## config.mk

```make
export PLATFORM = sky130hd
export DESIGN_NAME = fracturable_logic_cell_flat
export DESIGN_NICKNAME = d
export VERILOG_FILES = /design/src/rtl/fracturable_logic_cell_if.sv /design/src/rtl/fracturable_logic_cell.sv /design/src/flat_wrapper.sv
export SDC_FILE = /design/constraint.sdc
export NUM_CORES = 1
export LEC_CHECK = 0
export CORE_UTILIZATION = 35
export DETAILED_ROUTE_END_ITERATION = 10
export GPL_ROUTABILITY_DRIVEN = 0
export GPL_TIMING_DRIVEN = 1
export MAX_ROUTING_LAYER = met4
export PLACE_DENSITY = 0.63
export SYNTH_ARGS = -nofsm -noshare
export SYNTH_HDL_FRONTEND = slang
export SYNTH_SLANG_ARGS = --single-unit
```

## constraint.sdc

```tcl
create_clock -name clock -period 1.8 [get_ports clock]
set_input_delay 0.18 -clock clock [delete_from_list [all_inputs] [get_ports clock]]
set_output_delay 0.18 -clock clock [all_outputs]
set_load 0.02 [all_outputs]
```

## src/rtl/fracturable_logic_cell_if.sv

```systemverilog
// -----------------------------------------------------------------------------
// fracturable_logic_cell_if
// Purpose : bundles the user-logic and configuration-chain signals of one
//           fracturable logic cell so that the cell and its driver connect
//           through a single port.
// Ports   : enable, data_in[K-1:0], carry_in, cfg_shift, cfg_in, cfg_commit
//           are driven by the master; data_out[1:0], carry_out and cfg_out
//           are driven by the cell (slave).
// -----------------------------------------------------------------------------
interface fracturable_logic_cell_if #(
  parameter int K = 4
);
  logic         enable;
  logic [K-1:0] data_in;
  logic [1:0]   data_out;
  logic         carry_in;
  logic         carry_out;
  logic         cfg_shift;
  logic         cfg_in;
  logic         cfg_out;
  logic         cfg_commit;

  modport master (
    output enable, data_in, carry_in, cfg_shift, cfg_in, cfg_commit,
    input  data_out, carry_out, cfg_out
  );

  modport slave (
    input  enable, data_in, carry_in, cfg_shift, cfg_in, cfg_commit,
    output data_out, carry_out, cfg_out
  );
endinterface

```

## src/rtl/fracturable_logic_cell.sv

```systemverilog
// -----------------------------------------------------------------------------
// fracturable_logic_cell
// Purpose : K-input LUT that can be fractured into two (K-1)-input LUTs,
//           with two user flip-flops, per-output comb/registered selection,
//           and a serial shadow/active configuration chain.
// Ports   : clock   - rising-edge clock
//           nreset  - synchronous, active-low reset
//           bus     - fracturable_logic_cell_if.slave (enable, data_in,
//                     data_out, carry_in, carry_out, cfg_shift, cfg_in,
//                     cfg_out, cfg_commit)
// Config  : define LOGIC_CELL_CARRY_EN to build the carry chain. Without it
//           the CARRY config bit is stored but has no effect, carry_out is 0
//           and carry_in is ignored. Port list and CFG_W do not change.
// Frame   : {CARRY, INIT, COMB_B, COMB_A, FRAC, T[2**K-1:0]}, shifted LSB first.
// -----------------------------------------------------------------------------
module fracturable_logic_cell #(
  parameter int K = 4
) (
  input  logic                          clock,
  input  logic                          nreset,
  fracturable_logic_cell_if.slave       bus
);

  localparam int TT         = 2 ** K;
  localparam int HALF       = 2 ** (K - 1);
  localparam int CFG_W      = TT + 5;
  localparam int IDX_FRAC   = TT;
  localparam int IDX_COMB_A = TT + 1;
  localparam int IDX_COMB_B = TT + 2;
  localparam int IDX_INIT   = TT + 3;
  localparam int IDX_CARRY  = TT + 4;

  logic [CFG_W-1:0] r_shadow;
  logic [CFG_W-1:0] r_active;
  logic             r_qa;
  logic             r_qb;

  logic [TT-1:0]    w_truth;
  logic [HALF-1:0]  w_truth_lo;
  logic [HALF-1:0]  w_truth_hi;
  logic [K-2:0]     w_lidx;
  logic             w_full;
  logic             w_lo;
  logic             w_hi;
  logic             w_frac;
  logic             w_carry_mode;
  logic             w_za;
  logic             w_zb;
  logic             w_carry_out;
  logic [1:0]       w_z;
  logic [1:0]       w_q;
  logic [1:0]       w_comb;

  // ---------------------------------------------------------------------------
  // Configuration chain and user flip-flops.
  // Commit copies the pre-edge shadow, so a shift in the same cycle only
  // affects the shadow. The FFs take INIT of the incoming frame on commit,
  // which therefore overrides enable.
  // ---------------------------------------------------------------------------
  always_ff @(posedge clock) begin
    if (!nreset) begin
      r_shadow <= '0;
      r_active <= '0;
      r_qa     <= 1'b0;
      r_qb     <= 1'b0;
    end else begin
      if (bus.cfg_shift) begin
        r_shadow <= {bus.cfg_in, r_shadow[CFG_W-1:1]};
      end
      if (bus.cfg_commit) begin
        r_active <= r_shadow;
        r_qa     <= r_shadow[IDX_INIT];
        r_qb     <= r_shadow[IDX_INIT];
      end else if (bus.enable) begin
        r_qa     <= w_za;
        r_qb     <= w_zb;
      end
    end
  end

  // ---------------------------------------------------------------------------
  // LUT read paths (purely combinational)
  // ---------------------------------------------------------------------------
  assign w_truth    = r_active[TT-1:0];
  assign w_truth_lo = w_truth[HALF-1:0];
  assign w_truth_hi = w_truth[TT-1:HALF];
  assign w_lidx     = bus.data_in[K-2:0];
  assign w_full     = w_truth[bus.data_in];
  assign w_lo       = w_truth_lo[w_lidx];
  assign w_hi       = w_truth_hi[w_lidx];

`ifdef LOGIC_CELL_CARRY_EN
  // Carry mode forces the fractured split: the lower half acts as the
  // propagate function p, the sum is p ^ carry_in, and when p is 0 the
  // carry is generated from the otherwise-unused top LUT input.
  assign w_carry_mode = r_active[IDX_CARRY];
  assign w_frac       = r_active[IDX_FRAC] | w_carry_mode;
  assign w_carry_out  = w_carry_mode ? (w_lo ? bus.carry_in : bus.data_in[K-1]) : 1'b0;
`else
  // CARRY is held in the frame but has no effect in this build.
  logic w_unused_carry;
  assign w_unused_carry = bus.carry_in ^ r_active[IDX_CARRY];
  assign w_carry_mode   = 1'b0;
  assign w_frac         = r_active[IDX_FRAC];
  assign w_carry_out    = 1'b0;
`endif

  always_comb begin
    w_za = w_full;
    w_zb = w_full;
    if (w_frac) begin
      w_za = w_carry_mode ? (w_lo ^ bus.carry_in) : w_lo;
      w_zb = w_hi;
    end
  end

  assign bus.carry_out = w_carry_out;
  assign bus.cfg_out   = r_shadow[0];

  // ---------------------------------------------------------------------------
  // Per-output comb/registered select
  // ---------------------------------------------------------------------------
  assign w_z    = {w_zb, w_za};
  assign w_q    = {r_qb, r_qa};
  assign w_comb = {r_active[IDX_COMB_B], r_active[IDX_COMB_A]};

  genvar gi;
  generate
    for (gi = 0; gi < 2; gi++) begin : g_out
      assign bus.data_out[gi] = w_comb[gi] ? w_z[gi] : w_q[gi];
    end
  endgenerate

endmodule

```

## src/flat_wrapper.sv

```systemverilog
// flat-port wrapper written by rule: the top's interface ports become plain ports
module fracturable_logic_cell_flat 
#(
  parameter int K = 4
)
  (clock, nreset, bus_enable, bus_data_in, bus_carry_in, bus_cfg_shift, bus_cfg_in, bus_cfg_commit, bus_data_out, bus_carry_out, bus_cfg_out);
  fracturable_logic_cell_if #(.K(K)) bus_i ();
  input  logic clock;
  input  logic nreset;
  input wire logic [$bits(bus_i.enable)-1:0] bus_enable;
  input wire logic [$bits(bus_i.data_in)-1:0] bus_data_in;
  input wire logic [$bits(bus_i.carry_in)-1:0] bus_carry_in;
  input wire logic [$bits(bus_i.cfg_shift)-1:0] bus_cfg_shift;
  input wire logic [$bits(bus_i.cfg_in)-1:0] bus_cfg_in;
  input wire logic [$bits(bus_i.cfg_commit)-1:0] bus_cfg_commit;
  output wire logic [$bits(bus_i.data_out)-1:0] bus_data_out;
  output wire logic [$bits(bus_i.carry_out)-1:0] bus_carry_out;
  output wire logic [$bits(bus_i.cfg_out)-1:0] bus_cfg_out;
  assign bus_i.enable = bus_enable;
  assign bus_i.data_in = bus_data_in;
  assign bus_i.carry_in = bus_carry_in;
  assign bus_i.cfg_shift = bus_cfg_shift;
  assign bus_i.cfg_in = bus_cfg_in;
  assign bus_i.cfg_commit = bus_cfg_commit;
  assign bus_data_out = bus_i.data_out;
  assign bus_carry_out = bus_i.carry_out;
  assign bus_cfg_out = bus_i.cfg_out;
  fracturable_logic_cell #(.K(K)) u_core (.clock(clock), .nreset(nreset), .bus(bus_i));
endmodule
```

==> flow_summary.ini, run 1 <==
[worst_setup_path]
rr_worst_depth = 5
critPathBufInv = 1
path_class = flop to output pin
endpoint_kind = output pin
critPathArrivalTime_ns = 1.79
slowest_delay_ns = 0.45
critPathTopFamily = multiplexers
crit_required_ns = 1.62
start_kind = flop
critPathSlowestCell = mux4_2
cp_common_cell = mux2i_1
crit_path_max_fanout = 2
path_cells = mux4_2, mux2i_1, mux2i_1, mux2_4, buf_6
cp_num_cells = 5

[power_and_ir_drop]
powerDensity_nw_per_um2 = 748.1
peakVddDrop_uv = 271.8
design_power_total_mw = 1.605
leakagePower_nw = 0.8730

[sta]
timing_hold_violations_final = 0
tns_ns = -0.3409
finalClockSkew_ns = 0.001914
grt_setup_unrepaired = yes
worst_slack_ns = -0.1724
final_max_slew_viol_count = 0
finalSetupViolations = 2
fmax_mhz = 507.0
period_minus_slack_ns = 1.972
fin_crit_sh_pct = 109.6

[yosys]
synth_area_um2 = 1788
ys_ff_latch = 42
synth.distinct_cells = 14
syn-num-nets = 165
syn_area_per_cell_um2 = 11.61
synth_top_area_cell = dfxtp_1
yosys.area.top_type_share_pct = 47.03
yosys_warnings = 0
syn_inst = 154
ys_seq_area_share_pct = 47.03
synth.area.top_cells = dfxtp_1, mux2i_1, nor2b_1

[grt]
grt_pass1_vias = 1053
grtUsageMet3_pct = 5.075
grt_usage_pct = 12.53
antenna_found_initial = 0
grt_pass1_wl_um = 4878
grt_overflow = 0
met1_usage_pct = 15.71
grt_max_degree = 41
grt_busiest_layer = met2
globalRouteMet2Util_pct = 17.94

[placed_design]
dp.cells = 235
portBuffers = 12
place_ws_ns = -0.8676
dp_hpwl_um = 2018
place_area_um2 = 2052

[flow_run]
drv_cap = 0

[final_layout]
n_fill_cell = 466
drive_gt1_share_pct = 21.47
final_cell_area_um2 = 2146
layout_commonest_cell = mux2i_1
stdcell_count = 244
layout.nets = 188
final_cell_mix = mux2i_1, nor2b_1, dfxtp_1, buf_4, clkdlybuf4s50_1
n_antenna_cell = 0
area_growth_pct = 20.01

[min_path]
hold_depth = 2
hp-class = flop to flop

[clock_tree]
numCtsBuffers = 5
cts_tree = built
clk_pin_slew_ns = 0.07
clkLatencyLatePin_ns = 0.29
cts_root_buffer = clkbuf_8
htreeDepth = 2
clock_path_buffers = 2
cts_sinks = 42
cts_hold_buf = 0

[route]
drt_iter0_markers = 32
via_per_inst = 4.418
dr.pass1.iters = 4
ant_nets = 0
wl_um = 2969
num_vias = 1078
drc = 0
post_drt_wl_per_cell_um = 12.17

[floorplan]
core_um2 = 4817
io_pins = 15
dieWidth_um = 73.48
row_count = 25
chipHeight_um = 73.48
dieArea_um2 = 5399
start_util_pct = 37.12

[run_status]
violations = setup timing
outcome = finished, violations left
## cells by family after synthesis
| logic type | synth area share [%] |
|---|---|
| buf+inv | 2.799 |
| flops | 47.03 |
| mux | 32.19 |
| other cells | 0.2097 |
| simple gates | 15.12 |
| compound gates | 2.659 |
## per-stage QoR
step                      util, %  hold slack (ns)
final                       44.55           0.5139
after floorplan                 -           0.3494
after detailed placement    42.60           0.5041
after global routing        44.55           0.5357
after global placement      42.60           0.5005
after CTS                   44.34           0.5178
## sequential cells by signal, indices dropped and copies added (netlist names)
register	count
u_core.r_active	19
u_core.r_qa	1
u_core.r_qb	1
u_core.r_shadow	21
## worst paths after layout
check	start	end	slack, ns
worst min-delay path	u_core.r_active[11]	u_core.r_active[11]	0.51
worst min register to register	u_core.r_active[11]	u_core.r_active[11]	0.51
worst max-delay path	u_core.r_active[15]	bus_data_out[1]	-0.17
worst max register to register	u_core.r_active[15]	u_core.r_qb	0.26
## power breakdown
group / leakage [nW] / internal [mW] / switching, mW
registers: 0.342 / 0.932 / 0.00240
logic: 0.493 / 0.0636 / 0.0502
clock network: 0.0383 / 0.267 / 0.291
## routing by layer
layer  share of wire [%]  routed length, um
met5                   0                  0
met3                 4.0                119
met1                  51               1522
met2                  44               1299
met4                0.91                 27
## layout make-up
cell class	count	area [um^2]	share of cell area (%)
sequential	42	849.6	39.59
timing repair buffer	27	250.2	11.66
clock buffer	7	76.32	3.557
multi-input combinational	101	885.9	41.28
tap	67	83.83	3.907
## Yosys cell counts
cell type and instances:
a22o_1 2, buf_2 4, buf_4 1, clkbuf_1 6
conb_1 1, dfxtp_1 42, mux2_4 2, mux2i_1 44
mux4_1 4, nand2b_1 1, nor2_1 2, nor2b_1 41
o21ai_0 2, o21ba_2 2
## worst min-delay path, cell delays in order, from the launching register on
cell,delay (ns)
dfxtp_2,0.33
mux2i_1,0.06
nor2b_1,0.09
## repair_timing
item                       in CTS  in global routing
setup endpoints to repair       2                  2
buffers inserted                2                  0
resized for setup              22                  5
No activity file was read; power rests on OpenSTA's default activity.
==> run 2, diff against run 1 <==
GPL_ROUTABILITY_DRIVEN = default   (was 0)
SKIP_CTS_REPAIR_TIMING = 1   (was default)
==> flow_summary.ini, run 2 (synthesis gave the netlist of run 1 again) <==
[final_layout]
area_growth_pct = 19.80
n_antenna_cell = 0
final_cell_mix = mux2i_1, nor2b_1, dfxtp_1, buf_4
reg_top3 = u_core.r_shadow x21, u_core.r_active x19
layout.nets = 187
largest_reg_flops = 21
layout_commonest_cell = mux2i_1
drive_gt1_share_pct = 21.59
largest_register = u_core.r_shadow

[clock_tree]
clock_path_buffers = 2
numCtsBuffers = 5
cts_sinks = 42
clk_pin_slew_ns = 0.07
cts_root_buffer = clkbuf_8
cts_tree = built
htreeDepth = 2
clkLatencyLatePin_ns = 0.29

[route]
drc = 0
post_drt_wl_per_cell_um = 12.27
wl_um = 2981
dr.pass1.iters = 4
drt_iter0_markers = 43
ant_nets = 0
num_vias = 1079
via_per_inst = 4.440

[sta]
finalClockSkew_ns = 0.001805
worst_slack_ns = -0.1693
timing_hold_violations_final = 0
grt_setup_unrepaired = yes
fin_crit_sh_pct = 109.4
final_max_slew_viol_count = 0
period_minus_slack_ns = 1.969
finalSetupViolations = 2
fmax_mhz = 507.8
tns_ns = -0.3379
holdWs_ns = 0.5129

[worst_setup_path]
critPathTopFamily = multiplexers
path_cells = mux4_2, mux2i_2, mux2i_1, mux2_4, buf_6
cp_num_cells = 5
crit_required_ns = 1.62
critPathBufInv = 1
start_kind = flop
worstReg2RegEnd = u_core.r_qb
endpoint_kind = output pin
ff2ff_setup_slack_ns = 0.27
crit_path_max_fanout = 2
slowest_delay_ns = 0.47
rr_worst_depth = 5
path_class = flop to output pin
critPathSlowestCell = mux4_2
critPathArrivalTime_ns = 1.79
reg2reg_from = u_core.r_active[7]

[floorplan]
dieWidth_um = 73.48
dieArea_um2 = 5399
io_pins = 15
row_count = 25
chipHeight_um = 73.48
core_um2 = 4817
start_util_pct = 37.12

[grt]
grt_pass1_vias = 1044
antenna_found_initial = 0
grt_pass1_wl_um = 4788
grt_usage_pct = 12.29
grt_overflow = 0
grt_max_degree = 41

[placed_design]
place_congestion = 0.8128
dp_hpwl_um = 2018
portBuffers = 12

[run_status]
violations = setup timing
outcome = finished, violations left

[min_path]
hold_depth = 2
min_from = u_core.r_active[11]
hp-class = flop to flop
holdPathEnd = u_core.r_active[11]

[power_and_ir_drop]
powerDensity_nw_per_um2 = 750.2
peakVddDrop_uv = 271.9
leakagePower_nw = 0.8766

[flow_run]
drv_cap = 0
## run 2: cell types whose count changed in the layout (fill, tap and decap cells not counted)
cell             previous run  this run
dfxtp_1                    35        34
dfxtp_2                     7         8
buf_4                      14        13
dlymetal6s2s_1              1         2
clkdlybuf4s15_1             1         0
## run 2: metal layers
metal  part of all wire [%]  global-route usage [%]  vias to the layer above
met2                     45                   17.94                       16
li1                       -                       -                      567
met3                    4.3                   5.075                        2
met5                      0                       -                        -
met1                     50                   15.00                      494
met4                   0.57                   4.915                        0
## run 2: area by class of cell
cell class                      instances  area [um^2]
Timing Repair Buffer                   26        245.2
Tap cell                               67        83.83
Multi-Input combinational cell        101        885.9
Clock buffer                            7        76.32
Fill cell                             472         2675
Sequential cell                        42        850.8
## run 2: power by group
group	switching (mW)	internal, mW
logic	0.0501	0.0640
registers	0.00241	0.932
clock network	0.292	0.267
## run 2: metrics by stage
step	worst slack, ns	std cells	area, um^2	power (mW)	utilization [%]
after floorplan	0.2883	154	1788	1.031	-
after global placement	-0.8331	235	2052	1.068	42.60
after detailed placement	-0.8676	235	2052	1.070	42.60
after CTS	-0.8676	242	2128	1.628	44.18
after global routing	-0.2720	243	2142	1.670	44.47
final	-0.1693	243	2142	1.607	44.47
## run 2: how the worst max path moves through the flow
stage	from	end
after floorplan	u_core.r_active[3]	bus_data_out[0]
after global placement	bus_data_in[0]	bus_data_out[1]
after detailed placement	bus_data_in[0]	bus_data_out[1]
after CTS	bus_data_in[0]	bus_data_out[1]
after global routing	u_core.r_active[4]	bus_data_out[1]
final	u_core.r_active[7]	bus_data_out[1]
## run 2: worst min-delay path, cell delays in order (launching register included)
cell	delay [ns]
dfxtp_2	0.33
mux2i_1	0.06
nor2b_1	0.09
